===== src/rtl/passcode_lock_pkg.sv =====
// Shared types for the passcode lock: FSM state encoding and keypad codes.
package passcode_lock_pkg;

    typedef enum logic [2:0] {
        ST_LOCKED  = 3'd0,
        ST_ENTRY   = 3'd1,
        ST_OPEN    = 3'd2,
        ST_PROGRAM = 3'd3,
        ST_LOCKOUT = 3'd4
    } state_e;

    localparam logic [3:0] KEY_STAR = 4'hA;
    localparam logic [3:0] KEY_HASH = 4'hB;

    function automatic logic is_digit(input logic [3:0] k);
        return k <= 4'd9;
    endfunction

endpackage


===== src/rtl/lockout_timer.sv =====
// Lockout interval timer: i_start arms it, o_done pulses for one cycle on the
// last cycle of a CYCLES-long interval, after which it idles until re-armed.
module lockout_timer #(
    parameter int CYCLES = 1000
) (
    input  logic i_clk,
    input  logic i_rst,
    input  logic i_start,
    output logic o_done
);

    localparam int            TW   = $clog2(CYCLES);
    localparam logic [TW-1:0] LAST = TW'(CYCLES - 1);

    logic          r_run;
    logic [TW-1:0] r_cnt;

    // o_done is high while the counter sits at CYCLES-1, so the consumer
    // leaves its waiting state exactly CYCLES edges after the arming edge.
    assign o_done = r_run && (r_cnt == LAST);

    always_ff @(posedge i_clk or posedge i_rst) begin
        if (i_rst) begin
            r_run <= 1'b0;
            r_cnt <= '0;
        end else if (i_start) begin
            r_run <= 1'b1;
            r_cnt <= '0;
        end else if (o_done) begin
            r_run <= 1'b0;
            r_cnt <= '0;
        end else if (r_run) begin
            r_cnt <= r_cnt + TW'(1);
        end
    end

endmodule


===== src/rtl/passcode_lock.sv =====
// Keypad passcode lock: BCD entry, compare, failed-try lockout.
// Define PASSCODE_LOCK_PROG_EN to allow reprogramming the code from OPEN.
module passcode_lock
    import passcode_lock_pkg::*;
#(
    parameter int                      CODE_LEN       = 6,
    parameter int                      MAX_TRIES      = 3,
    parameter int                      LOCKOUT_CYCLES = 1000,
    parameter logic [4*CODE_LEN-1:0]   DEFAULT_CODE   = '0
) (
    input  logic                               clk,
    input  logic                               reset,
    input  logic                               key_valid,
    input  logic [3:0]                         key_code,
    output logic [2:0]                         state,
    output logic [CODE_LEN-1:0]                digit_led,
    output logic                               unlocked,
    output logic                               alarm,
    output logic [$clog2(MAX_TRIES+1)-1:0]     fail_count
);

    localparam int            CW      = $clog2(CODE_LEN + 1);
    localparam int            FW      = $clog2(MAX_TRIES + 1);
    localparam int            BW      = 4 * CODE_LEN;
    localparam logic [CW-1:0] LEN_C   = CW'(CODE_LEN);
    localparam logic [FW-1:0] TRIES_C = FW'(MAX_TRIES);

    state_e        r_state;
    state_e        w_next;
    logic [CW-1:0] r_count;
    logic [BW-1:0] r_buf;
    logic [BW-1:0] w_stored;
    logic [FW-1:0] r_fail;
    logic [FW-1:0] w_fail_inc;
    logic          w_star;
    logic          w_hash;
    logic          w_digit;
    logic          w_full;
    logic          w_match;
    logic          w_collect;
    logic          w_clear;
    logic          w_tmr_start;
    logic          w_tmr_done;

    // key_valid is a one-cycle strobe with no back-pressure: a key is consumed
    // on every edge where key_valid is high, back-to-back strobes included.
    assign w_star  = key_valid && (key_code == KEY_STAR);
    assign w_hash  = key_valid && (key_code == KEY_HASH);
    assign w_digit = key_valid && is_digit(key_code);

    assign w_full      = (r_count == LEN_C);
    assign w_match     = w_full && (r_buf == w_stored);
    assign w_fail_inc  = r_fail + FW'(1);
    assign w_collect   = ((r_state == ST_ENTRY) || (r_state == ST_PROGRAM)) && w_digit && !w_full;
    assign w_clear     = ((r_state == ST_LOCKED) && w_star) ||
                         ((r_state == ST_OPEN) && (w_next == ST_PROGRAM));
    assign w_tmr_start = (r_state != ST_LOCKOUT) && (w_next == ST_LOCKOUT);

    lockout_timer #(
        .CYCLES (LOCKOUT_CYCLES)
    ) u_timer (
        .i_clk   (clk),
        .i_rst   (reset),
        .i_start (w_tmr_start),
        .o_done  (w_tmr_done)
    );

    always_ff @(posedge clk or posedge reset) begin
        if (reset) begin
            r_state <= ST_LOCKED;
        end else begin
            r_state <= w_next;
        end
    end

    always_comb begin
        w_next = r_state;
        case (r_state)
            ST_LOCKED: begin
                if (w_star) w_next = ST_ENTRY;
            end
            ST_ENTRY: begin
                if (w_star) begin
                    w_next = ST_LOCKED;
                end else if (w_hash) begin
                    if (w_match)                    w_next = ST_OPEN;
                    else if (w_fail_inc == TRIES_C) w_next = ST_LOCKOUT;
                    else                            w_next = ST_LOCKED;
                end
            end
            ST_OPEN: begin
                if (w_star) w_next = ST_LOCKED;
`ifdef PASSCODE_LOCK_PROG_EN
                else if (w_hash) w_next = ST_PROGRAM;
`endif
            end
            ST_PROGRAM: begin
                if (w_star || w_hash) w_next = ST_OPEN;
            end
            ST_LOCKOUT: begin
                if (w_tmr_done) w_next = ST_LOCKED;
            end
            default: w_next = ST_LOCKED;
        endcase
    end

    always_comb begin
        digit_led = '0;
        unlocked  = (r_state == ST_OPEN);
        alarm     = (r_state == ST_LOCKOUT);
        if ((r_state == ST_ENTRY) || (r_state == ST_PROGRAM)) begin
            for (int i = 0; i < CODE_LEN; i++) begin
                digit_led[i] = (int'(r_count) > i);
            end
        end
    end

    assign state      = r_state;
    assign fail_count = r_fail;

    // First digit entered ends up in the most significant nibble.
    always_ff @(posedge clk or posedge reset) begin
        if (reset) begin
            r_count <= '0;
            r_buf   <= '0;
            r_fail  <= '0;
        end else begin
            if (w_clear) begin
                r_count <= '0;
                r_buf   <= '0;
            end else if (w_collect) begin
                r_buf   <= {r_buf[BW-5:0], key_code};
                r_count <= r_count + CW'(1);
            end
            if ((r_state == ST_ENTRY) && w_hash) begin
                r_fail <= w_match ? '0 : w_fail_inc;
            end else if ((r_state == ST_LOCKOUT) && w_tmr_done) begin
                r_fail <= '0;
            end
        end
    end

`ifdef PASSCODE_LOCK_PROG_EN
    logic [BW-1:0] r_code;

    always_ff @(posedge clk or posedge reset) begin
        if (reset) begin
            r_code <= DEFAULT_CODE;
        end else if ((r_state == ST_PROGRAM) && w_hash && w_full) begin
            r_code <= r_buf;
        end
    end

    assign w_stored = r_code;
`else
    assign w_stored = DEFAULT_CODE;
`endif

endmodule


===== config.mk =====
export PLATFORM = sky130hd
export DESIGN_NAME = passcode_lock
export DESIGN_NICKNAME = d
export VERILOG_FILES = /design/src/rtl/passcode_lock_pkg.sv /design/src/rtl/lockout_timer.sv /design/src/rtl/passcode_lock.sv
export SDC_FILE = /design/constraint.sdc
export NUM_CORES = 1
export LEC_CHECK = 0
export BUFFER_PORTS_ARGS = -buffer_cell sky130_fd_sc_hd__buf_2
export CAP_MARGIN = 20
export CORE_ASPECT_RATIO = 0.7
export CORE_MARGIN = 3
export CORE_UTILIZATION = 30
export DETAILED_ROUTE_END_ITERATION = 16
export SYNTH_ARGS = -nofsm -noshare
export SYNTH_HDL_FRONTEND = slang
export SYNTH_SLANG_ARGS = --single-unit

===== constraint.sdc =====
create_clock -name clk -period 2.4 [get_ports clk]
set_clock_uncertainty 0.1 [all_clocks]
set_input_delay 0.48 -clock clk [delete_from_list [all_inputs] [get_ports clk]]
set_output_delay 0.48 -clock clk [all_outputs]
set_load 0.1 [all_outputs]

-- After elaboration in Yosys (flattened, before gate mapping)
Cells that the tools add are included.
- register bits: 43
- logic and storage cells: 72
- bits of input ports: 7
- output and inout bits: 13
- mux-type cells: 22
- equality and inequality tests: 12
- order comparisons: 7
- reductions and logical operators: 22
- $add $sub $neg: 3
- operators by type and width (operator ; count):
    $mux 24 ; 2
    $mux 10 ; 3
    $mux 3 ; 10
    $logic_not 24->1 ; 1
    $pmux 3 s5 ; 1
    $logic_and 1x1->1 ; 12
    $add 10x1->10 const B ; 1
    $eq 10x10->1 const B ; 1
    $eq 3x2->1 const B ; 3
    $eq 3x3->1 const B ; 3
    $eq 4x4->1 const B ; 2
    $gt 3x1->1 const B ; 2
    $gt 3x2->1 const B ; 2
    $gt 3x3->1 const B ; 2
    $mux 2 ; 3
    $mux 6 ; 1
    $reduce_bool 2->1 ; 3
    $le 4x4->1 const B ; 1
    $add 3x1->3 const B ; 1
    $eq 3x1->1 const B ; 1
    $logic_not 3->1 ; 1
    $logic_or 1x1->1 ; 3
    $ne 3x3->1 const B ; 1
    $reduce_bool 3->1 ; 1
    4 further kinds ; 5

-- Depth between registers and ports, before layout
- word-level depth: 11
- gate-level depth with buffers: 8
- mapped depth without buffers: 6

-- Cells and area by module
A second synthesis with hierarchy kept.
- cells, all modules: 209
- area, all modules: 2247.2 um^2
- modules (own cells, without submodules) (module ; area each (um^2) ; seq. area each (um^2) ; cells each ; times used):
    passcode_lock ; 1642.8 ; 800.8 ; 151 ; 1
    lockout_timer ; 604.3 ; 275.3 ; 58 ; 1

-- Worst setup path before layout
Ideal clock, no wire load.
- path kind: register to output
- start point: register r_state[0] (netlist: state[0])
- end point: output port digit_led[3]
- stages on the path, launching flop included: 3
- setup slack: -1.557 ns
- data required time: 1.820 ns
- path buffers: 0
- arrival time: 3.377 ns
- cell sequence: dfrtp_1 nand2b_1 nor3_1
- cells in the longest elaborated chain, start to end: 3
- elaborated cells between the ends (all ways): 4
- those cells by class: 2 x eq/ne; 1 x mux; 1 x reduce/logical
- RTL lines (what ; line ; RTL):
    from (decl) ; passcode_lock.sv:28 ; state_e r_state;
    from (signal assigned) ; passcode_lock.sv:72 ; r_state <= w_next;
    $eq 3x1->1 or $eq 3x2->1 (tied branches) ; passcode_lock.sv:111 ; if ((r_state == ST_ENTRY) || (r_state == ST_PROGRAM)) begin
    $logic_or 1x1->1 (*) ; passcode_lock.sv:111 ;
    $mux 6 (*) ; passcode_lock.sv:111 ;
    to (decl) ; passcode_lock.sv:16 ; output logic [CODE_LEN-1:0] digit_led,
Every way passes the cells marked *; elsewhere a longest branch is shown, timed or not.

-- Final worst setup path
- start point: register r_state[2] (netlist: state[2])
- end point: output port digit_led[0]
The elaborated chain is that of the path after synthesis.

==> reports/qor.yml <==
viasPerCell: 4.75
rsz0062_at_grt: "false"
start_util: 0.318
synthCells: 203
coreArea_um2: 6980
finalCriticalPeriod_ns: 2.31
pwr-share-seq: 0.446
cts_tree: "done"
wl_per_cell_um: 13.7
worstMarginPinSlew_ns: 0.559
hp-class: "in -> async"
wirelength_um: 4390
cts_made_buffers: 5
ant_nets: 0
hold_viol_final: 0
die_x_um: 109
post-route-util: 0.367
gp_congestion: 0.811
max_slew_margin: 0.627
power.density_nw_per_um2: 1080
grt_first_pass_wirelength_um: 7570
synthToLayoutAreaGrowth_pct: 15.2
syn_area_um2: 2220
nFillCells: 696
yosysSeqAreaShare: 0.485
grt_overflow: 0
required_ns: 1.82
setup_viol_count_final: 0
drtIter0Drc: 134
ir_worst_vdd_mv: 0.606
synth_nets: 217
slew_viol_final: 0
cellLeakagePower_nw: 1.33
grt_pass1_vias: 1472
cts_hold_buf: 0
switching_share: 0.440
cap_violations: 0
clk_pin_slew_ns: 0.09
cp-end-kind: "primary output"
drc: 0
ys.flop_type: "dfrtp_1"
drive_above_1_share: 0.238
timing.final.crit_share: 0.962
intPower_mw: 1.54
diodes: 0
die_h_um: 78.0
status: "complete, no violations"
cts_root_buf: "clkbuf_8"
ios: 20
post_cts_buffers: 0
ys_warn_count: 0
final_nets: 240
path_max_fanout: 6
p_sw_mw: 1.21
dieArea_um2: 8490
ys_ff_latch: 43
async_flop_share: 1.00
ys_types: 39
grt_max_degree: 44
setup_tns_ns: 0
grt_usage: 0.112
antenna_found_initial: 0
whs_ns: 0.216
cp-start-kind: "flop"
crit_type: "reg -> out"
final_cells: 321
rows: 25
vias: 1524
hpwl_um: 3110
dp.cells: 313
dr.pass1.iters: 4
max_freq_mhz: 433
cts_num_sinks: 43
htreeDepth: 2
pwr-share-comb: 0.392
clock_path_buffers: 2
arrival_ns: 1.73
clock_power_share: 0.162
port_buffers: 19
clk_latency_ns: 0.29
avgSynthCellArea_um2: 10.9
synth_edf_count: 0
==> critical path, stage by stage (launching register included) <==
cell and delay [ns]:
dfrtp_2 0.43, nand2b_1 0.36, a21oi_4 0.20, buf_2 0.44
==> routing by layer <==
layer	vias up	global-route usage	share of wire	routed length, µm
met5	-	0	0	0
met4	0	0.0340	0.013	55
met3	5	0.0249	0.026	112
met2	22	0.145	0.37	1640
met1	742	0.181	0.59	2580
li1	755	-	-	-
==> power by group through the flow <==
stage,Combinational (mW),Clock (mW),Sequential [mW]
finish,1.08,0.446,1.23
CTS,1.08,0.465,1.22
floorplan,0.848,0,1.24
detailed placement,1.07,0,1.24
global placement,1.06,0,1.23
global route,1.18,0.503,1.27
==> repair_timing <==
action	4_1_cts	5_1_grt
endpoints found under the setup margin	1	3
resized for setup	1	3
cloned	0	0
==> state kept, by name (all words and copies together), names as in the netlist <==
register	count
state	3
u_timer.r_run	1
r_count	3
r_buf	24
fail_count	2
u_timer.r_cnt	10
==> layout make-up <==
class	instances	area, µm²	area share
flip-flops and latches	43	1080	0.422
repair buffers	23	135	0.0528
clock inverters	3	15.0	0.00587
well taps	94	118	0.0460
multi-input cells	145	1110	0.433
inverters	8	33.8	0.0132
clock buffers	5	68.8	0.0269
==> cell usage in the layout, fill, tap and decap left out, types with 2 or more instances in the layout <==
master / count
a21oi_1: 3
a21oi_4: 2
clkinv_2: 3
dfrtp_2: 2
nand3_1: 2
nor2_1: 36
nand4_1: 4
nor3_4: 3
a21o_1: 3
nor4_1: 7
clkbuf_8: 5
buf_2: 15
xor2_1: 5
buf_4: 5
mux2i_1: 25
clkbuf_4: 3
nor3_2: 6
or3_1: 2
nand2b_1: 4
dfrtp_1: 41
nor2_4: 2
xnor2_1: 4
o21ai_0: 2
nand2_1: 8
ha_1: 7
inv_1: 6
and4_1: 2
==> cell usage after synthesis, drive strengths merged, types with 2 or more instances <==
library cell | instances | area share
xor2 | 5 | 0.020
a21o | 3 | 0.010
xnor2 | 4 | 0.016
nor4 | 7 | 0.020
nand3 | 2 | 0.0045
o21ai | 2 | 0.0045
and4 | 2 | 0.0079
nand4b | 2 | 0.015
mux2i | 25 | 0.11
nand2 | 9 | 0.016
ha | 7 | 0.039
buf | 6 | 0.029
and3 | 2 | 0.0056
nor3 | 10 | 0.041
a21oi | 5 | 0.011
inv | 8 | 0.014
or3 | 2 | 0.0056
nand2b | 4 | 0.011
nand4 | 4 | 0.011
nor2 | 38 | 0.064
dfrtp | 43 | 0.48
==> kinds of logic after synthesis <==
| group | after synthesis | synth area share |
|---|---|---|
| XOR/XNOR | 9 | 0.0355 |
| adder cells (fa/ha/maj) | 7 | 0.0394 |
| flip-flops | 43 | 0.485 |
| AND/OR/NAND/NOR | 87 | 0.225 |
| AO/OA/AOI/OAI | 16 | 0.0535 |
| multiplexers | 26 | 0.118 |
| buffers and inverters | 15 | 0.0439 |
==> worst paths after layout <==
check | start | end | slack (ns) | cells after the start
hold / removal | reset | r_buf[9]$_DFFE_PP0P_ | 0.22 | 3
max in group asynchronous | reset | state[0]$_DFF_PP0_ | 1.57 | 3
min in group clk | key_code[2] | r_buf[2]$_DFFE_PP0P_ | 0.37 | 3
setup reg to reg | r_count[0]$_DFFE_PP0P_ | r_buf[22]$_DFFE_PP0P_ | 0.41 | 7
setup / recovery | state[2]$_DFF_PP0_ | digit_led[0] | 0.09 | 3
hold reg to reg | r_buf[20]$_DFFE_PP0P_ | r_buf[20]$_DFFE_PP0P_ | 0.43 | 2
==> through the flow <==
step                      instance area [µm²]  power, mW  setup WS (ns)
after global routing                     2560       2.95         0.0109
after floorplan                          2290       2.08         -0.142
after detailed placement                 2460       2.31          0.329
final                                    2560       2.75         0.0912
after CTS                                2550       2.77         0.0228
after global placement                   2460       2.29          0.374
No activity file was read; power rests on OpenSTA's default activity.
